## config.mk

```make
export PLATFORM = sky130hd
export DESIGN_NAME = hub75_scanner
export DESIGN_NICKNAME = d
export VERILOG_FILES = /design/src/rtl/hub75_pkg.sv /design/src/rtl/hub75_plane_mux.sv /design/src/rtl/hub75_scanner.sv
export SDC_FILE = /design/constraint.sdc
export NUM_CORES = 2
export LEC_CHECK = 0
export CAP_MARGIN = 10
export CORE_AREA = 2 2 459 461
export CTS_BUF_LIST = sky130_fd_sc_hd__clkbuf_4
export DETAILED_ROUTE_END_ITERATION = 7
export DIE_AREA = 0 0 461 463
export GPL_ROUTABILITY_DRIVEN = 0
export PLACE_DENSITY = 0.53
export SYNTH_ARGS = -nofsm -noshare
export SYNTH_HDL_FRONTEND = slang
export SYNTH_SLANG_ARGS = --single-unit
```

## constraint.sdc

```tcl
create_clock -name clk_in -period 3.9 [get_ports clk_in]
set_input_delay 0.39 -clock clk_in [delete_from_list [all_inputs] [get_ports clk_in]]
set_output_delay 0.39 -clock clk_in [all_outputs]
set_load 0.01 [all_outputs]
```

## src/rtl/hub75_pkg.sv

```systemverilog
// Shared types and constants for the HUB75 panel scanner: FSM states, per-channel
// bit positions inside a 9-bit pixel, and the bit-plane count.
package hub75_pkg;

   typedef enum logic [2:0] {
      IDLE      = 3'd0,
      WAIT_DATA = 3'd1,
      SHIFT     = 3'd2,
      BLANK     = 3'd3,
      LATCH     = 3'd4,
      DISPLAY   = 3'd5
   } hub75_state_t;

   localparam int CH_BITS    = 3;
   localparam int NUM_PLANES = 3;
   localparam int PIX_BITS   = CH_BITS * NUM_PLANES;
   localparam int PLANE_W    = 2;
   localparam int R_LSB      = 6;
   localparam int G_LSB      = 3;
   localparam int B_LSB      = 0;

   // Bit `plane` of the channel whose LSB sits at `lsb`; unused plane codes read as 0.
   function automatic logic chan_bit(input logic [PIX_BITS-1:0] px,
                                     input int unsigned          lsb,
                                     input logic [PLANE_W-1:0]   plane);
      logic [CH_BITS-1:0] ch;
      ch = CH_BITS'(px >> lsb);
      case (plane)
         2'd0:    return ch[0];
         2'd1:    return ch[1];
         2'd2:    return ch[2];
         default: return 1'b0;
      endcase
   endfunction

endpackage

```

## src/rtl/hub75_plane_mux.sv

```systemverilog
// Combinational bit-plane selector: picks the six serial data bits (upper and lower
// half, R/G/B each) of one pixel pair for a given plane.
module hub75_plane_mux
   import hub75_pkg::*;
(
   input  logic [PIX_BITS-1:0] upper,
   input  logic [PIX_BITS-1:0] lower,
   input  logic [PLANE_W-1:0]  plane,
   output logic                r0,
   output logic                g0,
   output logic                b0,
   output logic                r1,
   output logic                g1,
   output logic                b1
);

   // Slice each channel of both pixels at the requested plane.
   always_comb begin
      r0 = chan_bit(upper, R_LSB, plane);
      g0 = chan_bit(upper, G_LSB, plane);
      b0 = chan_bit(upper, B_LSB, plane);
      r1 = chan_bit(lower, R_LSB, plane);
      g1 = chan_bit(lower, G_LSB, plane);
      b1 = chan_bit(lower, B_LSB, plane);
   end

endmodule

```

## src/rtl/hub75_scanner.sv

```systemverilog
// HUB75 panel scanner: captures one column pair, shifts it out as three binary-weighted
// bit planes (shift, blank, latch, display), then requests the next pair.
module hub75_scanner
   import hub75_pkg::*;
#(
   parameter int NUM_ROWS     = 64,
   parameter int SCAN_RATE    = 32,
   parameter int RGB_RES      = 9,
   parameter int BASE_DISPLAY = 16
)(
   input  logic                                   clk_in,
   input  logic                                   rst_in,
   input  logic [1:0][NUM_ROWS-1:0][RGB_RES-1:0]  columns,
   input  logic [$clog2(SCAN_RATE)-1:0]           col_num1,
   input  logic                                   data_valid,
   output logic                                   hub75_ready,
   output logic                                   r0,
   output logic                                   g0,
   output logic                                   b0,
   output logic                                   r1,
   output logic                                   g1,
   output logic                                   b1,
   output logic [$clog2(SCAN_RATE)-1:0]           addr,
   output logic                                   clk_out,
   output logic                                   lat,
   output logic                                   oe
);

   localparam int ADDR_W = $clog2(SCAN_RATE);
   localparam int PIX_W  = $clog2(NUM_ROWS);
   localparam int DISP_W = $clog2((BASE_DISPLAY << 2) + 1);

   hub75_state_t                          state_r;
   logic [PLANE_W-1:0]                    plane_r;
   logic [PIX_W-1:0]                      pix_r;
   logic                                  phase_r;
   logic [DISP_W-1:0]                     disp_cnt_r;
   logic [1:0][NUM_ROWS-1:0][RGB_RES-1:0] cap_r;
   logic [ADDR_W-1:0]                     cap_addr_r;

   logic [PIX_W-1:0]   sel_pix_s;
   logic [PLANE_W-1:0] sel_plane_s;
   logic [RGB_RES-1:0] upper_s;
   logic [RGB_RES-1:0] lower_s;
   logic [DISP_W-1:0]  disp_last_s;
   logic               m_r0_s, m_g0_s, m_b0_s, m_r1_s, m_g1_s, m_b1_s;
   logic [5:0]         bits_s;

   // Data for the pixel/plane about to be driven: the incoming pair on capture,
   // the next pixel while shifting, pixel 0 of the next plane when display ends.
   always_comb begin
      sel_pix_s   = '0;
      sel_plane_s = plane_r;
      upper_s     = cap_r[0][0];
      lower_s     = cap_r[1][0];
      if (state_r == WAIT_DATA) begin
         sel_plane_s = '0;
         upper_s     = columns[0][0];
         lower_s     = columns[1][0];
      end else if (state_r == SHIFT) begin
         sel_pix_s = pix_r + PIX_W'(1);
         upper_s   = cap_r[0][sel_pix_s];
         lower_s   = cap_r[1][sel_pix_s];
      end else if (state_r == DISPLAY) begin
         sel_plane_s = plane_r + PLANE_W'(1);
      end else begin
         sel_plane_s = plane_r;
      end
   end

   hub75_plane_mux u_plane_mux (
      .upper (upper_s),
      .lower (lower_s),
      .plane (sel_plane_s),
      .r0    (m_r0_s),
      .g0    (m_g0_s),
      .b0    (m_b0_s),
      .r1    (m_r1_s),
      .g1    (m_g1_s),
      .b1    (m_b1_s)
   );

   assign bits_s      = {m_r0_s, m_g0_s, m_b0_s, m_r1_s, m_g1_s, m_b1_s};
   assign disp_last_s = (DISP_W'(BASE_DISPLAY) << plane_r) - DISP_W'(1);

   // Scan FSM; every panel output is registered and set on the transition into its state.
   always_ff @(posedge clk_in) begin
      if (rst_in) begin
         state_r     <= IDLE;
         plane_r     <= '0;
         pix_r       <= '0;
         phase_r     <= 1'b0;
         disp_cnt_r  <= '0;
         cap_r       <= '0;
         cap_addr_r  <= '0;
         hub75_ready <= 1'b0;
         {r0, g0, b0, r1, g1, b1} <= 6'b000000;
         addr        <= '0;
         clk_out     <= 1'b0;
         lat         <= 1'b0;
         oe          <= 1'b1;
      end else begin
         case (state_r)
            IDLE: begin
               // Entered either from reset (ready low) or from DISPLAY (ready already set).
               if (!hub75_ready) begin
                  hub75_ready <= 1'b1;
               end else begin
                  hub75_ready <= 1'b0;
                  state_r     <= WAIT_DATA;
               end
            end
            WAIT_DATA: begin
               if (data_valid) begin
                  cap_r      <= columns;
                  cap_addr_r <= col_num1;
                  plane_r    <= '0;
                  pix_r      <= '0;
                  phase_r    <= 1'b0;
                  clk_out    <= 1'b0;
                  {r0, g0, b0, r1, g1, b1} <= bits_s;
                  state_r    <= SHIFT;
               end else begin
                  state_r <= WAIT_DATA;
               end
            end
            SHIFT: begin
               if (!phase_r) begin
                  clk_out <= 1'b1;
                  phase_r <= 1'b1;
               end else if (pix_r == PIX_W'(NUM_ROWS - 1)) begin
                  clk_out <= 1'b0;
                  phase_r <= 1'b0;
                  pix_r   <= '0;
                  addr    <= cap_addr_r;
                  state_r <= BLANK;
               end else begin
                  clk_out <= 1'b0;
                  phase_r <= 1'b0;
                  pix_r   <= sel_pix_s;
                  {r0, g0, b0, r1, g1, b1} <= bits_s;
               end
            end
            BLANK: begin
               lat     <= 1'b1;
               state_r <= LATCH;
            end
            LATCH: begin
               lat        <= 1'b0;
               oe         <= 1'b0;
               disp_cnt_r <= '0;
               state_r    <= DISPLAY;
            end
            DISPLAY: begin
               if (disp_cnt_r == disp_last_s) begin
                  oe         <= 1'b1;
                  disp_cnt_r <= '0;
                  if (plane_r == PLANE_W'(NUM_PLANES - 1)) begin
                     hub75_ready <= 1'b1;
                     state_r     <= IDLE;
                  end else begin
                     plane_r <= sel_plane_s;
                     pix_r   <= '0;
                     phase_r <= 1'b0;
                     {r0, g0, b0, r1, g1, b1} <= bits_s;
                     state_r <= SHIFT;
                  end
               end else begin
                  disp_cnt_r <= disp_cnt_r + DISP_W'(1);
               end
            end
            default: begin
               state_r     <= IDLE;
               hub75_ready <= 1'b0;
               clk_out     <= 1'b0;
               lat         <= 1'b0;
               oe          <= 1'b1;
            end
         endcase
      end
   end

endmodule
```

# Word-level counts from Yosys, hierarchy flattened
# Cells that the tools add are included.
op_classes:
  n_eq_ne: 18
  mux: 85
  n_addsub: 4
  shift: 1
  magnitude_cmp: 1
  n_reduce_logical: 19
  bitwise_logic: 3
ops:
  columns: ["operator", "count"]
  rows:
  - ["$bmux 9 s6", 2]
  - ["$mux 9", 6]
  - ["$pmux 1 s3", 16]
  - ["$mux 1", 38]
  - ["$mux 6", 5]
  - ["$pmux 3 s6", 1]
  - ["$pmux 6 s3", 1]
  - ["$mux 2", 8]
  - ["$reduce_or 4->1", 4]
  - ["$pmux 7 s2", 1]
  - ["$mux 3", 4]
  - ["$reduce_and 4->1", 3]
  - ["$ne 2x2->1 const B", 5]
  - ["$add 7x1->7 const B", 1]
  - ["$eq 7x7->1", 1]
  - ["$lt 6x7->1 const B", 1]
  - ["$mux 7", 1]
  - ["$shl 5x2->7 const A", 1]
  - ["$sub 7x2->7 const B", 1]
  - ["$add 6x1->6 const B", 1]
  - ["$eq 3x2->1 const B", 2]
  - ["$eq 3x3->1 const B", 2]
  - ["$eq 6x6->1 const B", 1]
  - ["$ne 2x1->1 const B", 3]
  - ["15 further kinds", 22]
word_totals:
  inputBits: 1160
  output_inout_bits: 15
  word_cells: 276
  ff_bits: 1191

# Depth between registers and ports, before layout
logic_depth:
  word_depth: 9
  mapped_depth: 14
  mapped_depth_nobuf: 10

# Cells and area by module
# From an unflattened synthesis, not the netlist that was laid out.
hier_totals:
  cells_unflattened: 6149
  hier_area_um2: 50967.6
by_module_without_submodules:
  columns: ["module", "cells_per_inst", "area_per_inst_um2", "n_inst", "seq_area_each_um2"]
  rows:
  - ["hub75_scanner", 6135, 50833.8, 1, 23842.9]
  - ["hub75_plane_mux", 14, 133.9, 1, 0.0]

# Least setup slack after synthesis
# Ideal clock, no wire load.
synth_timing:
  path_type: "reg-to-reg"
  start: "register pix_r[1]"
  end: "register b1"
  path_buffers: 2
  synth_period_minus_slack_ps: 2710
  path_slack_ps: 1190
  required_ps: 3767
  setup_time_ps: 133
  arrival_time_ps: 2577
  stages_incl_launch_ff: 10
  path_cell_list: "dfxtp_1 -> ha_1 -> buf_4 -> xnor2_4 -> buf_6 -> mux4_1 -> mux4_2 -> a21o_1 -> a31oi_1 -> a311oi_1"
synth_via:
  elab_chain_len: 9
  elab_cells_between_ends: 15
  cone_classes: "add/sub: 1; eq/ne: 2; mux: 11; reduce/logical: 1"
synth_lines:
  columns: ["item", "line_no", "rtl"]
  rows:
  - ["start, declared", "hub75_scanner.sv:35", "logic [PIX_W-1:0] pix_r;"]
  - ["start signal, assigned", "hub75_scanner.sv:140", "pix_r <= sel_pix_s;"]
  - ["$add 6x1->6", "hub75_scanner.sv:61", "sel_pix_s = pix_r + PIX_W'(1);"]
  - ["$bmux 9 s6", "hub75_scanner.sv:63", "lower_s = cap_r[1][sel_pix_s];"]
  - ["$mux 9 (not written as such)", "hub75_scanner.sv:63", null]
  - ["$mux 9", "hub75_scanner.sv:60", "end else if (state_r == SHIFT) begin"]
  - ["$mux 9", "hub75_scanner.sv:56", "if (state_r == WAIT_DATA) begin"]
  - ["$pmux 1 s3", "hub75_pkg.sv:28", "case (plane)"]
  - ["$mux 1, on equally long branches", "hub75_scanner.sv:158, hub75_scanner.sv:131", null]
  - ["$mux 1, on equally long branches", "hub75_scanner.sv:155, hub75_scanner.sv:128", null]
  - ["$pmux 1 s3", "hub75_scanner.sv:103", "case (state_r)"]
  - ["end signal, assigned", "hub75_scanner.sv:121", "{r0, g0, b0, r1, g1, b1} <= bits_s;"]
  - ["end signal, assigned", "hub75_scanner.sv:141", "{r0, g0, b0, r1, g1, b1} <= bits_s;"]
  - ["end signal, assigned", "hub75_scanner.sv:165", "{r0, g0, b0, r1, g1, b1} <= bits_s;"]
  - ["end, declared", "hub75_scanner.sv:22", "output logic b1,"]
# Several ways; a longest one is shown, not always the timed one. The select of a mux whose other input is x is not followed.
# A chain may end at the register's enable or synchronous reset.

# Worst setup path in the final report
layout_timing:
  start: "register pix_r[0]"
  end: "register r0"
layout_via:
  elab_chain_len: 9
  elab_cells_between_ends: 15
  cone_classes: "add/sub: 1; eq/ne: 2; mux: 11; reduce/logical: 1"
layout_lines:
  columns: ["item", "line_no", "rtl"]
  rows:
  - ["$add 6x1->6", "hub75_scanner.sv:61", null]
  - ["$bmux 9 s6", "hub75_scanner.sv:62", "upper_s = cap_r[0][sel_pix_s];"]
  - ["$mux 9 (not written as such)", "hub75_scanner.sv:62", null]
  - ["$mux 9", "hub75_scanner.sv:60", null]
  - ["$mux 9", "hub75_scanner.sv:56", null]
  - ["$pmux 1 s3", "hub75_pkg.sv:28", null]
  - ["$mux 1, on equally long branches", "hub75_scanner.sv:158, hub75_scanner.sv:131", null]
  - ["$mux 1, on equally long branches", "hub75_scanner.sv:155, hub75_scanner.sv:128", null]
  - ["$pmux 1 s3", "hub75_scanner.sv:103", null]
  - ["end signal, assigned", "hub75_scanner.sv:121", null]
  - ["end signal, assigned", "hub75_scanner.sv:141", null]
  - ["end signal, assigned", "hub75_scanner.sv:165", null]
  - ["end, declared", "hub75_scanner.sv:17", "output logic r0,"]
# Several ways; a longest one is shown, not always the timed one. The select of a mux whose other input is x is not followed.

==> metrics list <==
* Outcome: finished with violations
* Failing checks: DRC
- Origin of the critical flop-to-flop path: pix_r[0]
- In this run the worst setup path terminates at r0.
* Area fraction of the dominant cell type after synthesis: 46.8%
- The worst setup path is launched from a flip-flop.
* Detailed Route WL: 277000 µm
* Worst min-delay path category: primary input to flip-flop
* Placed Instances: 9834
- The initial antenna violation count came to 91.
- In this run the static leakage power is 30.8 nW.
- Data arrives at the worst endpoint at a little under 5 ns.
- Most used flip-flop cell after synthesis: sky130_fd_sc_hd__dfxtp_1
- Post-Layout Cell Count: 11996
- The finished cells cover 0.0857 mm².
- Detailed-routing iteration count for the pre-antenna-repair pass: 8
- Largest net degree at the start of global routing: 164
* Die Span Y: 463 µm
- TritonCTS built the clock tree.
- The share of the Yosys chip area taken by registers is 46.8%.
* Number of nets at the end of the flow: 10069
- Detailed placer's ending HPWL: 201000 µm
- Worst EP required: 5.13 ns
- In this run the worst path has a maximum fanout of 26.
- In this run the core area contains 168 standard-cell rows.
- Post-synthesis to final-layout area growth: 68.3%
- Once detail routing completed, the nets flagged for antenna violations numbered 0.
- Pin slew with the least headroom to its limit: 0.965 ns
- Number of top-level design ports: about 1200
* Routed wirelength normalized by instance count: 23.1 µm
- CTS H-tree depth: 5
* Commonest non-fill, non-tap cell in the layout: sky130_fd_sc_hd__nand2_1
- Timing would allow up to 270 MHz.
- Share of synthesized registers carrying an async set or reset: 0%
- Flip-flop and latch count after synthesis: 1191
- CTS Buf Count: 352
- Worst-case clock skew: 0.0935 ns
- Max-slew violation count: 0
* Count of unresolved DRC violations after routing: 3
- Power spread over the standard cell area amounts to 411 mW/mm².
- Critical setup path kind: flip-flop to flip-flop
- Mapped cell area: 0.0509 mm²
- Highest ir drop seen on vdd: 337 µV
- sky130_fd_sc_hd__dfxtp_1 takes more of the synthesized area than any other cell.
- Global-route wire length before repair: 392000 µm
- Flop-to-flop setup slack: 0.20 ns
- Global-route usage over all layers: about a quarter
* Headroom to the max-slew limit: 35.7%
- Buffers placed on the I/O ports in this run total 1174.
- The worst register-to-register path ends at r0.
- Placement-stage worst setup slack: 0.00391 ns
- Post-Synthesis Net Count: 7356
* # fillers: 20510
- The floorplan step defined a core boundary enclosing 0.209 mm².
* Final setup violation count: 0
- Final min period: 3.70 ns
* Max-cap viol count: 0
- Kind of end point of the critical path: flip-flop
- Drt initial violations: about 5400
- For this design, the sink count on the clock tree is 1191.
- Setup fix buffers added after clock tree synthesis: 0
- Along the worst hold path, the cell count comes to 4.
- Yosys attributes the largest share of cell area to sky130_fd_sc_hd__dfxtp_1 47%, sky130_fd_sc_hd__nand2_1 19%, sky130_fd_sc_hd__mux4_2 12%.
- Number of cells traversed by the worst register-to-register path: 10
- Cells with a size suffix above 1 make up between 10% and 20% of the layout.
- At the later pin of the worst-skew pair, clock insertion delay measures 1.35 ns.
- Setup crit start: pix_r[0]
* Die Footprint: 0.213 mm²
- The total overflow left after global routing is 0.
- EDFF count, synth: 0
* Library cells used by synthesis: 68
* Post-synthesis cell count: 6190
* Placed Area: 0.0662 mm²
- Number of buffers on the longest clock path: 4
- Across all setup checks in the final design, the least slack found is 0.198 ns.
- Share of the clock period used by the worst path: 94.9%
- Die X-Extent: 461 µm
- Root buf cell: sky130_fd_sc_hd__clkbuf_4
* Effective utilization at floorplan: 24.4%
- Total negative slack: 0 ns
* Syn Area/Cell: 8.22 µm²
- Reg clk slew, reported paths: 0.08 ns
- Yosys printed 0 warnings.
* Via count of the first global-routing pass: 58778
- Using the TritonRoute via totals, the vias-per-cell ratio works out to 4.81.
* Unrepaired setup endpoints after global routing: false
- The final hold violation count was 0.
* Commonest non-fill, non-tap cells in the layout: 2576 x sky130_fd_sc_hd__nand2_1, 1520 x sky130_fd_sc_hd__dlygate4sd3_1, 1190 x sky130_fd_sc_hd__a21oi_1, 1190 x sky130_fd_sc_hd__dfxtp_1, 1173 x sky130_fd_sc_hd__clkdlybuf4s50_1
- The detailed router placed 57737 vias in this run.
* Util after Layout: 41.1%
layer usage:
| layer | vias to the layer above | global-route usage [%] | share of wire [%] |
|---|---|---|---|
| met5 | - | 0 | 0.10 |
| met4 | 46 | 12.5 | 5.4 |
| met3 | 658 | 5.53 | 7.5 |
| met2 | 2664 | 39.0 | 45 |
| met1 | 27807 | 32.0 | 42 |
| li1 | 26562 | - | - |
synthesized netlist by cell type (12+ instances only):
| cell type | count |
|---|---|
| sky130_fd_sc_hd__a21oi_1 | 1192 |
| sky130_fd_sc_hd__a311oi_1 | 16 |
| sky130_fd_sc_hd__a31oi_1 | 26 |
| sky130_fd_sc_hd__a32oi_1 | 12 |
| sky130_fd_sc_hd__and3_1 | 23 |
| sky130_fd_sc_hd__buf_1 | 15 |
| sky130_fd_sc_hd__buf_2 | 35 |
| sky130_fd_sc_hd__buf_4 | 28 |
| sky130_fd_sc_hd__clkbuf_1 | 424 |
| sky130_fd_sc_hd__dfxtp_1 | 1191 |
| sky130_fd_sc_hd__mux2i_1 | 45 |
| sky130_fd_sc_hd__mux4_2 | 267 |
| sky130_fd_sc_hd__nand2_1 | 2577 |
| sky130_fd_sc_hd__nand3_1 | 89 |
| sky130_fd_sc_hd__nand4_1 | 21 |
| sky130_fd_sc_hd__nor2_1 | 54 |
| sky130_fd_sc_hd__o21ai_0 | 28 |
report_power, final:
part           internal, mW  switching, mW
combinational          4.36           4.74
clock                  6.01           5.73
sequential             13.5          0.932
worst max-delay path: stages, from the launching register on:
cell	delay, ns
sky130_fd_sc_hd__dfxtp_4	0.43
sky130_fd_sc_hd__ha_4	0.64
sky130_fd_sc_hd__buf_12	0.33
sky130_fd_sc_hd__buf_12	0.24
sky130_fd_sc_hd__mux4_2	0.22
sky130_fd_sc_hd__nand2_1	0.06
sky130_fd_sc_hd__and3_1	0.24
sky130_fd_sc_hd__a311oi_1	0.56
sky130_fd_sc_hd__a31oi_1	0.22
sky130_fd_sc_hd__a211o_1	0.34
sky130_fd_sc_hd__a311oi_1	0.24
final cells by class:
class / instances / area (µm²) / share of cell area, %
Timing Repair Buffer: 2874 / 29000 / 33.9
Multi-Input combinational cell: 4477 / 25000 / 29.2
Sequential cell: 1191 / 23800 / 27.8
Clock buffer: 499 / 3750 / 4.37
Tap cell: 2805 / 3510 / 4.10
Clock inverter: 75 / 378 / 0.441
Antenna cell: 68 / 170 / 0.199
Inverter: 7 / 26.3 / 0.0307
worst min path at each step:
stage                  from          end
2_1_floorplan    cap_r[371]   cap_r[371]
3_3_place_gp    cap_r[1062]  cap_r[1062]
3_5_place_dp     cap_r[898]   cap_r[898]
4_1_cts        columns[730]   cap_r[730]
5_1_grt        columns[969]   cap_r[969]
6_report       columns[969]   cap_r[969]
metrics by stage:
step                hold slack, ns  total power [mW]
floorplan                    0.432              18.3
global placement             0.439              22.1
detailed placement           0.444              22.1
CTS                        0.00187              35.3
global route                0.0152              36.9
finish                       0.120              35.2
state kept, by name, summed over array words and instances (netlist names):
register     count
b0               1
state_r          3
cap_addr_r       5
b1               1
cap_r         1152
addr             5
oe               1
r0               1
g0               1
g1               1
disp_cnt_r       7
clk_out          1
r1               1
plane_r          2
hub75_ready      1
pix_r            6
lat              1
phase_r          1
cells by family after synthesis:
kind of cell	Yosys count	synth area share, %
multiplexers	327	13.3
adder cells (fa/ha/maj)	6	0.147
flip-flops	1191	46.8
buffers and inverters	522	4.37
AO/OA/AOI/OAI	1330	13.7
XOR/XNOR	8	0.211
AND/OR/NAND/NOR	2806	21.4
what timing repair did:
| item | CTS | global route |
|---|---|---|
| hold buffers | 1520 | 0 |
| endpoints found under the hold margin | 1190 | 0 |
| pin swaps | 0 | 1 |
| cloned | 0 | 0 |
| setup endpoints to repair | 1 | 2 |
| resized for setup | 1 | 2 |
(Power assumes the default switching activity.)
